===== config.mk =====
export PLATFORM = sky130hd
export DESIGN_NAME = chase_controller
export DESIGN_NICKNAME = d
export VERILOG_FILES = /design/src/rtl/chase_pkg.sv /design/src/rtl/pwm_gen.sv /design/src/rtl/chase_controller.sv
export SDC_FILE = /design/constraint.sdc
export NUM_CORES = 1
export LEC_CHECK = 0
export CORE_AREA = 2 2 120 122
export CTS_CLUSTER_SIZE = 10
export DETAILED_ROUTE_END_ITERATION = 10
export DIE_AREA = 0 0 122 124
export PLACE_DENSITY = 0.69
export SYNTH_ARGS = -nofsm -noshare
export SYNTH_HDL_FRONTEND = slang
export SYNTH_HIERARCHICAL = 1
export SYNTH_SLANG_ARGS = --single-unit

===== constraint.sdc =====
create_clock -name clk -period 2.1 [get_ports clk]
set_input_delay 0.42 -clock clk [delete_from_list [all_inputs] [get_ports clk]]
set_output_delay 0.42 -clock clk [all_outputs]
set_load 0.01 [all_outputs]

===== src/rtl/chase_pkg.sv =====
// Shared types and screen geometry for the chase controller.
package chase_pkg;

  typedef enum logic [1:0] {
    SEARCH  = 2'd0,
    TRACK   = 2'd1,
    ARRIVED = 2'd2
  } chase_state_t;

  localparam int SCREEN_W = 1024;
  localparam int SCREEN_H = 768;
  localparam int ERR_W    = 12;

endpackage


===== src/rtl/pwm_gen.sv =====
// Prescaled PWM generator; duty and direction are latched only at the period wrap.
module pwm_gen #(
  parameter int PWM_BITS = 8,
  parameter int PWM_DIV  = 255
) (
  input  logic                clk,
  input  logic                reset,
  input  logic [PWM_BITS-1:0] duty,
  input  logic                dir,
  output logic                pwm,
  output logic                dir_active
);

  localparam int PRE_W = (PWM_DIV > 0) ? $clog2(PWM_DIV + 1) : 1;

  logic [PRE_W-1:0]    presc;
  logic [PWM_BITS-1:0] cnt;
  logic [PWM_BITS-1:0] duty_active;
  logic                tick;
  logic                wrap;

  assign tick = (presc == PRE_W'(PWM_DIV));
  assign wrap = tick && (cnt == '1);

  always_ff @(posedge clk or negedge reset) begin
    if (!reset) begin
      presc       <= '0;
      cnt         <= '0;
      duty_active <= '0;
      dir_active  <= 1'b1;
    end else begin
      presc <= tick ? '0 : presc + 1'b1;
      if (tick) cnt <= cnt + 1'b1;
      // A new duty only takes effect at the start of a full period.
      if (wrap) begin
        duty_active <= duty;
        dir_active  <= dir;
      end
    end
  end

  assign pwm = (cnt < duty_active);

endmodule


===== src/rtl/chase_controller.sv =====
// Per-frame target chase FSM: samples the tracker estimate after vsync settles
// and drives left/right motor PWM with proportional steering.
module chase_controller #(
  parameter int CENTER_X      = 512,
  parameter int SETTLE_CYCLES = 64,
  parameter int MIN_RADIUS    = 4,
  parameter int STOP_RADIUS   = 80,
  parameter int HYST          = 8,
  parameter int BASE_SPEED    = 160,
  parameter int SEARCH_SPEED  = 96,
  parameter int KP_SHIFT      = 2,
  parameter int LOST_FRAMES   = 8,
  parameter int PWM_BITS      = 8,
  parameter int PWM_DIV       = 255
) (
  input  logic        clk,
  input  logic        reset,
  input  logic        enable,
  input  logic        vsync,
  input  logic [31:0] x_center,
  input  logic [31:0] y_center,
  input  logic [23:0] radius,
  output logic        left_pwm,
  output logic        right_pwm,
  output logic        left_dir,
  output logic        right_dir,
  output logic [1:0]  state,
  output logic        sample_pulse
);
  import chase_pkg::*;

  localparam int SET_W  = $clog2(SETTLE_CYCLES + 1);
  localparam int MISS_W = $clog2(LOST_FRAMES);
  localparam logic signed [ERR_W+1:0] BASE_EXT = (ERR_W+2)'(BASE_SPEED);
  localparam logic signed [ERR_W+1:0] DUTY_MAX = (ERR_W+2)'((1 << PWM_BITS) - 1);

  logic             vs_meta, vs_sync, vs_prev, vs_fall;
  logic             settle_active;
  logic [SET_W-1:0] settle_cnt;

  always_ff @(posedge clk or negedge reset) begin
    if (!reset) begin
      vs_meta <= 1'b0;
      vs_sync <= 1'b0;
      vs_prev <= 1'b0;
    end else begin
      vs_meta <= vsync;
      vs_sync <= vs_meta;
      vs_prev <= vs_sync;
    end
  end

  assign vs_fall = vs_prev & ~vs_sync;

  // A fresh falling edge always restarts the wait, aborting any pending sample.
  always_ff @(posedge clk or negedge reset) begin
    if (!reset) begin
      settle_active <= 1'b0;
      settle_cnt    <= '0;
      sample_pulse  <= 1'b0;
    end else begin
      sample_pulse <= 1'b0;
      if (vs_fall) begin
        settle_active <= 1'b1;
        settle_cnt    <= '0;
      end else if (settle_active) begin
        if (settle_cnt == SET_W'(SETTLE_CYCLES - 1)) begin
          settle_active <= 1'b0;
          sample_pulse  <= 1'b1;
        end else begin
          settle_cnt <= settle_cnt + 1'b1;
        end
      end
    end
  end

  logic                    valid;
  logic [ERR_W-1:0]        err_u;
  logic signed [ERR_W-1:0] turn;
  logic signed [ERR_W+1:0] turn_ext, left_raw, right_raw;

  assign valid = (radius >= 24'(MIN_RADIUS)) &&
                 (x_center < 32'(SCREEN_W)) && (y_center < 32'(SCREEN_H));
  assign err_u     = {1'b0, x_center[10:0]} - ERR_W'(CENTER_X);
  assign turn      = $signed(err_u) >>> KP_SHIFT;
  assign turn_ext  = {{2{turn[ERR_W-1]}}, turn};
  assign left_raw  = BASE_EXT + turn_ext;
  assign right_raw = BASE_EXT - turn_ext;

  function automatic logic [PWM_BITS-1:0] sat_duty(input logic signed [ERR_W+1:0] v);
    if (v < 0)             sat_duty = '0;
    else if (v > DUTY_MAX) sat_duty = '1;
    else                   sat_duty = v[PWM_BITS-1:0];
  endfunction

  chase_state_t        cur_state;
  logic [MISS_W-1:0]   miss_cnt;
  logic [PWM_BITS-1:0] left_duty, right_duty;
  logic                left_dir_q, right_dir_q;

  always_ff @(posedge clk or negedge reset) begin
    if (!reset) begin
      cur_state   <= SEARCH;
      miss_cnt    <= '0;
      left_duty   <= '0;
      right_duty  <= '0;
      left_dir_q  <= 1'b1;
      right_dir_q <= 1'b1;
    end else if (!enable) begin
      cur_state   <= SEARCH;
      miss_cnt    <= '0;
      left_duty   <= '0;
      right_duty  <= '0;
      left_dir_q  <= 1'b1;
      right_dir_q <= 1'b1;
    end else if (sample_pulse) begin
      case (cur_state)
        SEARCH: begin
          miss_cnt <= '0;
          if (valid) begin
            cur_state   <= TRACK;
            left_duty   <= sat_duty(left_raw);
            right_duty  <= sat_duty(right_raw);
            left_dir_q  <= 1'b1;
            right_dir_q <= 1'b1;
          end else begin
            left_duty   <= PWM_BITS'(SEARCH_SPEED);
            right_duty  <= PWM_BITS'(SEARCH_SPEED);
            left_dir_q  <= 1'b1;
            right_dir_q <= 1'b0;
          end
        end
        TRACK, ARRIVED: begin
          if (valid) begin
            miss_cnt <= '0;
            // Entering ARRIVED uses the full stop radius; leaving needs the hysteresis margin.
            if ((cur_state == TRACK) ? (radius >= 24'(STOP_RADIUS))
                                     : (radius >= 24'(STOP_RADIUS - HYST))) begin
              cur_state   <= ARRIVED;
              left_duty   <= '0;
              right_duty  <= '0;
              left_dir_q  <= 1'b1;
              right_dir_q <= 1'b1;
            end else begin
              cur_state   <= TRACK;
              left_duty   <= sat_duty(left_raw);
              right_duty  <= sat_duty(right_raw);
              left_dir_q  <= 1'b1;
              right_dir_q <= 1'b1;
            end
          end else if (miss_cnt == MISS_W'(LOST_FRAMES - 1)) begin
            cur_state   <= SEARCH;
            miss_cnt    <= '0;
            left_duty   <= PWM_BITS'(SEARCH_SPEED);
            right_duty  <= PWM_BITS'(SEARCH_SPEED);
            left_dir_q  <= 1'b1;
            right_dir_q <= 1'b0;
          end else begin
            miss_cnt <= miss_cnt + 1'b1;
          end
        end
        default: begin
          cur_state <= SEARCH;
          miss_cnt  <= '0;
        end
      endcase
    end
  end

  assign state = cur_state;

  pwm_gen #(.PWM_BITS(PWM_BITS), .PWM_DIV(PWM_DIV)) u_left_pwm (
    .clk        (clk),
    .reset      (reset),
    .duty       (left_duty),
    .dir        (left_dir_q),
    .pwm        (left_pwm),
    .dir_active (left_dir)
  );

  pwm_gen #(.PWM_BITS(PWM_BITS), .PWM_DIV(PWM_DIV)) u_right_pwm (
    .clk        (clk),
    .reset      (reset),
    .duty       (right_duty),
    .dir        (right_dir_q),
    .pwm        (right_pwm),
    .dir_active (right_dir)
  );

endmodule


## Word level (Yosys, flattened, before mapping)

Index checks and enable logic that the tools add are counted.
Widths: inputs -> output; s select.

| word-level totals | value |
|---|---|
| register bits | 85 |
| input bits | 92 |
| output and inout port bits | 7 |
| logic and storage cells | 117 |

| cells by class | value |
|---|---|
| $add $sub $neg | 9 |
| magnitude comparators | 11 |
| eq/ne operators | 13 |
| multiplexer cells | 52 |
| bitwise operators | 2 |
| reduce and logical (&&, ||, !) cells | 10 |

Operator list:

| kind | number |
|---|---|
| $mux 8 | 17 |
| $ge 24x7->1 const B | 2 |
| $add 8x1->8 const B | 4 |
| $eq 8x8->1 const B | 4 |
| $lt 32x10->1 const B | 1 |
| $lt 32x11->1 const B | 1 |
| $pmux 8 s2 | 2 |
| $ge 24x3->1 const B | 1 |
| $gt 11x9->1 const B | 2 |
| $lt 11x1->1 const B | 2 |
| $mux 7 | 3 |
| $lt 8x8->1 | 2 |
| $mux 1 | 16 |
| $mux 3 | 5 |
| $mux 2 | 6 |
| $sub 11x10->12 const B | 1 |
| $add 9x10->11 const A | 1 |
| $sub 9x10->11 const A | 1 |
| $add 7x1->7 const B | 1 |
| $eq 7x6->1 const B | 1 |
| $reduce_and 3->1 | 2 |
| $logic_and 1x1->1 | 4 |
| $ne 4x4->1 const B | 1 |
| $pmux 1 s2 | 2 |
| other kinds (15) | 15 |

## Logic depth before layout (Yosys ltp)

| logic depth | value |
|---|---|
| depth after elaboration | 10 |
| gate-level depth with buffers | 11 |
| gate-level depth less buffers | 9 |

## Modules after synthesis

The synthesis kept the hierarchy.

Modules (own cells, without submodules):

| module | times used | cells each | area an instance (um2) | sequential area each (um2) |
|---|---|---|---|---|
| chase_controller | 1 | 262 | 2316.0 | 852.1 |
| pwm_gen at u_right_pwm | 1 | 106 | 1242.4 | 626.9 |
| pwm_gen at u_left_pwm | 1 | 108 | 1227.4 | 626.9 |

## Worst setup path before layout

Ideal clock, no wire load.

| timing path | value |
|---|---|
| path kind | input to register |
| start | in x_center[2] |
| end | reg right_duty[0] |
| library setup time | 87 ps |
| arrival | 2539 ps |
| required time | 2013 ps |
| path slack | -526 ps |
| stages on the path | 11 |
| path buffers | 2 |
| cells stage by stage | inv_1 > ha_1 > or4b_1 > buf_2 > a2111oi_4 > nor2_2 > xnor2_2 > nand4bb_4 > or2_0 > buf_2 > o211ai_1 |

| on the way | value |
|---|---|
| word-level cells in the longest chain between the ends | 10 |
| elaborated cells between the ends (all ways) | 17 |
| classes of those cells | add/sub: 2; order compare: 3; eq/ne: 1; mux: 8; reduce/logical: 3 |

Ends and longest elaborated chain:

| element | line | RTL |
|---|---|---|
| start: declaration | chase_controller.sv:20 | `input logic [31:0] x_center,` |
| $sub 11x10->12 | chase_controller.sv:84 | `assign err_u = {1'b0, x_center[10:0]} - ERR_W'(CENTER_X);` |
| $sub 9x10->11 | chase_controller.sv:88 | `assign right_raw = BASE_EXT - turn_ext;` |
| $gt 11x9->1 | chase_controller.sv:92 | `else if (v > DUTY_MAX) sat_duty = '1;` |
| $mux 8 | chase_controller.sv:92 |  |
| $mux 8 | chase_controller.sv:91 | `if (v < 0) sat_duty = '0;` |
| $mux 8 | chase_controller.sv:137 | `if ((cur_state == TRACK) ? (radius >= 24'(STOP_RADIUS))` |
| $mux 8 | chase_controller.sv:134 | `if (valid) begin` |
| $pmux 8 s2 | chase_controller.sv:117 | `case (cur_state)` |
| $mux 8 | chase_controller.sv:116 | `end else if (sample_pulse) begin` |
| $mux 8 | chase_controller.sv:109 | `end else if (!enable) begin` |
| end signal: assignment | chase_controller.sv:123 | `right_duty <= sat_duty(right_raw);` |
| end signal: assignment | chase_controller.sv:128 | `right_duty <= PWM_BITS'(SEARCH_SPEED);` |
| end signal: assignment | chase_controller.sv:147 | `right_duty <= sat_duty(right_raw);` |
| end: declaration | chase_controller.sv:98 | `logic [PWM_BITS-1:0] left_duty, right_duty;` |

Several ways; a longest one is shown, not always the timed one. The select of a mux whose other input is x is not followed.
A chain may end at the register's enable or synchronous reset.

## Worst setup path in the final report

| timing path | value |
|---|---|
| start | in x_center[6] |
| end | reg right_duty[2] |

The elaborated chain is that of the path after synthesis.

==> results.toml <==
[synth]
yosys.area.top_type_share = 0.424
synth_seq_cells = 84
synth_area_leaders = "dfrtp_1 (42%), ha_1 (9.4%), mux2_2 (4.7%), xor2_1 (4.6%), nand2_1 (3.7%)"
syn_inst = 476
syn_area_um2 = 4790
yosysSeqAreaShare = 0.440
ys_types = 59
synth_area_leader_cell = "dfrtp_1"
async_reset_ff_frac = 1.00
synth-main-ff-cell = "dfrtp_1"
synth_most_common_cell = "dfrtp_1"
synth.avg_cell_area_um2 = 10.1
syn_nets = 604
synthTopCellsByCount = "dfrtp_1 (81), nand2_1 (47), ha_1 (36)"
yosysWarnings = 6
synth-edff-count = 0

[global_routing]
grt_pass1_wl_mm = 20.8
track_usage = 0.175
grtUsageMet1 = 0.190
antenna_found_initial = 0
grt_pass1_vias = 4544
grt_max_degree = 58
busiest_layer = "met2"
grt_overflow = 0
use_met3 = 0.0385
grtUsageMet2 = 0.328

[finish]
final-seq-area_um2 = 2110
fill_cells = 1156
syn_to_final_growth_pct = 55.1
design_area_um2 = 7420
post-route-util = 0.541
diodes = 0
nets = 774
drive_above_1_share = 0.349
multi_input_area_um2 = 2980

[route]
drtAntennaViolNets = 0
vias_per_cell = 5.07
drcViolationCount = 0
drtPass1Iterations = 4
drt-wirelength-per-cell_um = 15.3
drtIter0Drc = 218
finalWirelength_mm = 12.7
via_count = 4216

[sta]
finalWorstSetupSlack_ps = -162
drv_slew = 0
hold_viol = 0
finalSetupViolCount = 7
period_share = 1.08
min_period_ps = 2260
rsz0062_at_grt = "true"
final.setup.tns_ps = -994
max_freq_ghz = 0.442
finalClockSkew_ps = 6.17

[cts]
cts_hold_buffers = 0
clockRootBuffer = "clkbuf_16"
clk-insertion-delay-late_ps = 340
h-tree-depth = 3
clk_pin_slew_ps = 60
cts_tree = "yes"
numCtsBuffers = 9
cts_sinks = 84
clock_path_buffers = 2

[critical_path]
cp_max_fo = 6
crit_path_end_kind = "flop"
cp_slowest_cell = "or4b_4"
rrSetupSlack_ps = 170
slowest_delay_ps = 580
arrival_ps = 2510
cp_cell_sequence = "clkdlybuf4s15_1, or4b_4, buf_4, a32oi_2, buf_4, o211ai_1, nor3_2, a211oi_4, or2_4, o211ai_1"
path_class = "in -> reg"
required_ps = 2350
worstSetupStartpointType = "primary input"

[floorplanning]
die-area_um2 = 15100
io_pins = 99
die_y_um = 124
placementRows = 43
die_width_um = 122
initial_utilization = 0.349
core_um2 = 13700

[placed_design]
io_buffers = 86
place_congestion = 0.826
dp_worst_setup_slack_ps = -1050
post-dp-hpwl_mm = 9.09
place_area_um2 = 6460

[pwr]
p_int_w = 0.00323
ir_drop_mv = 0.390
p_leak_nw = 3.64
comb_power_share = 0.132
p_clk_frac = 0.465
p_total_w = 0.00418
p_sw_w = 0.000950
swShare = 0.227
pwr_density_cell_nw_per_um2 = 563
p_seq_frac = 0.403

[status]
status = "complete, but fails checks"
violations = "negative setup slack"

[hold_path]
hold_class = "in -> async"

[run]
drv_cap = 0
==> path summary, 6_finish.rpt <==
path,startpoint,end,cells past startpoint
worst max-delay path,x_center[6],right_duty[2]$_DFFE_PN0P_,10
worst min register to register,vs_meta$_DFF_PN0_,vs_sync$_DFF_PN0_,0
min in group clk,vs_meta$_DFF_PN0_,vs_sync$_DFF_PN0_,0
max in group asynchronous,reset,right_dir_q$_DFFE_PN1P_,2
worst max register to register,state[0]$_DFFE_PN0P_,right_duty[5]$_DFFE_PN0P_,8
worst min-delay path,reset,left_duty[1]$_DFFE_PN0P_,1
==> flip-flops by register name (all words and copies together) (netlist names) <==
name	count
u_left_pwm/cnt	8
right_duty	8
right_dir_q	1
vs_prev	1
u_right_pwm/dir_active	1
state	2
vs_sync	1
settle_cnt	7
vs_meta	1
u_left_pwm/duty_active	8
left_duty	8
sample_pulse	1
u_right_pwm/presc	8
settle_active	1
miss_cnt	3
u_right_pwm/cnt	8
u_left_pwm/presc	8
u_right_pwm/duty_active	8
u_left_pwm/dir_active	1
==> cells in the final DEF, fill, tap and decap left out, types with 4 or more instances in the layout <==
master / count
ha_1: 30
nor4_4: 4
o21ai_1: 8
nor3_2: 4
clkdlybuf4s50_1: 17
a21oi_1: 10
inv_2: 5
nor4_1: 9
nand3_1: 20
o21ai_2: 8
nand2_1: 38
o21ai_0: 10
buf_6: 14
nor3_1: 10
or3_1: 5
o211ai_1: 8
dfrtp_1: 81
dlymetal6s2s_1: 33
ha_4: 6
xor2_1: 24
clkdlybuf4s15_1: 5
nand2_2: 8
bufinv_16: 4
dlygate4sd2_1: 14
nor2b_1: 5
inv_1: 25
nor2_1: 24
buf_2: 5
buf_4: 74
a21oi_2: 6
clkbuf_16: 9
nor4_2: 9
mux2_2: 20
xnor2_1: 7
nand4_1: 12
==> layer usage <==
metal,up-vias,wire [um]
met2,116,6640
met5,-,0
met1,2027,5190
li1,2052,-
met4,0,314
met3,21,550
==> critical path: cells and delay by family <==
kind | cells | cell delay (ps)
simple gates | 3 | 1080
buf+inv | 3 | 510
compound gates | 4 | 510
==> power groups by stage <==
stage / Sequential [W] / Combinational, W / Clock [W]
after global placement: 0.00171 / 0.000482 / 0
after global routing: 0.00169 / 0.000603 / 0.00205
final: 0.00168 / 0.000552 / 0.00194
after CTS: 0.00168 / 0.000556 / 0.00198
after floorplan: 0.00171 / 0.000183 / 0
after detailed placement: 0.00171 / 0.000497 / 0
==> kinds of logic after synthesis <==
logic type / Yosys count / share of synthesized area
buffers and inverters: 43 / 0.0363
other: 1 / 0.000784
adders and majority gates: 36 / 0.0941
DFF: 84 / 0.440
muxes: 22 / 0.0512
xor gates and xnor gates: 33 / 0.0620
and+or+nand+nor: 174 / 0.200
AOI/OAI and AO/OA: 83 / 0.116
==> area by class of cell <==
type	count	area share
inverters	32	0.0185
clock buffers	9	0.0303
multi-input cells	349	0.402
well taps	180	0.0303
clock inverters	7	0.0196
repair buffers	170	0.215
flip-flops and latches	84	0.284
==> stage by stage <==
step,hold slack (ps),std cells
floorplan,124,476
global placement,339,800
detailed placement,338,800
CTS,6.78,831
global route,27.3,831
finish,3.29,831
==> what timing repair did <==
action                     CTS  global route
cloned                       3             0
resized for setup          141            87
setup endpoints to repair   24            23
setup buffers               14             6
pin swaps                   36            44
Power figures use the tool's default switching activity.
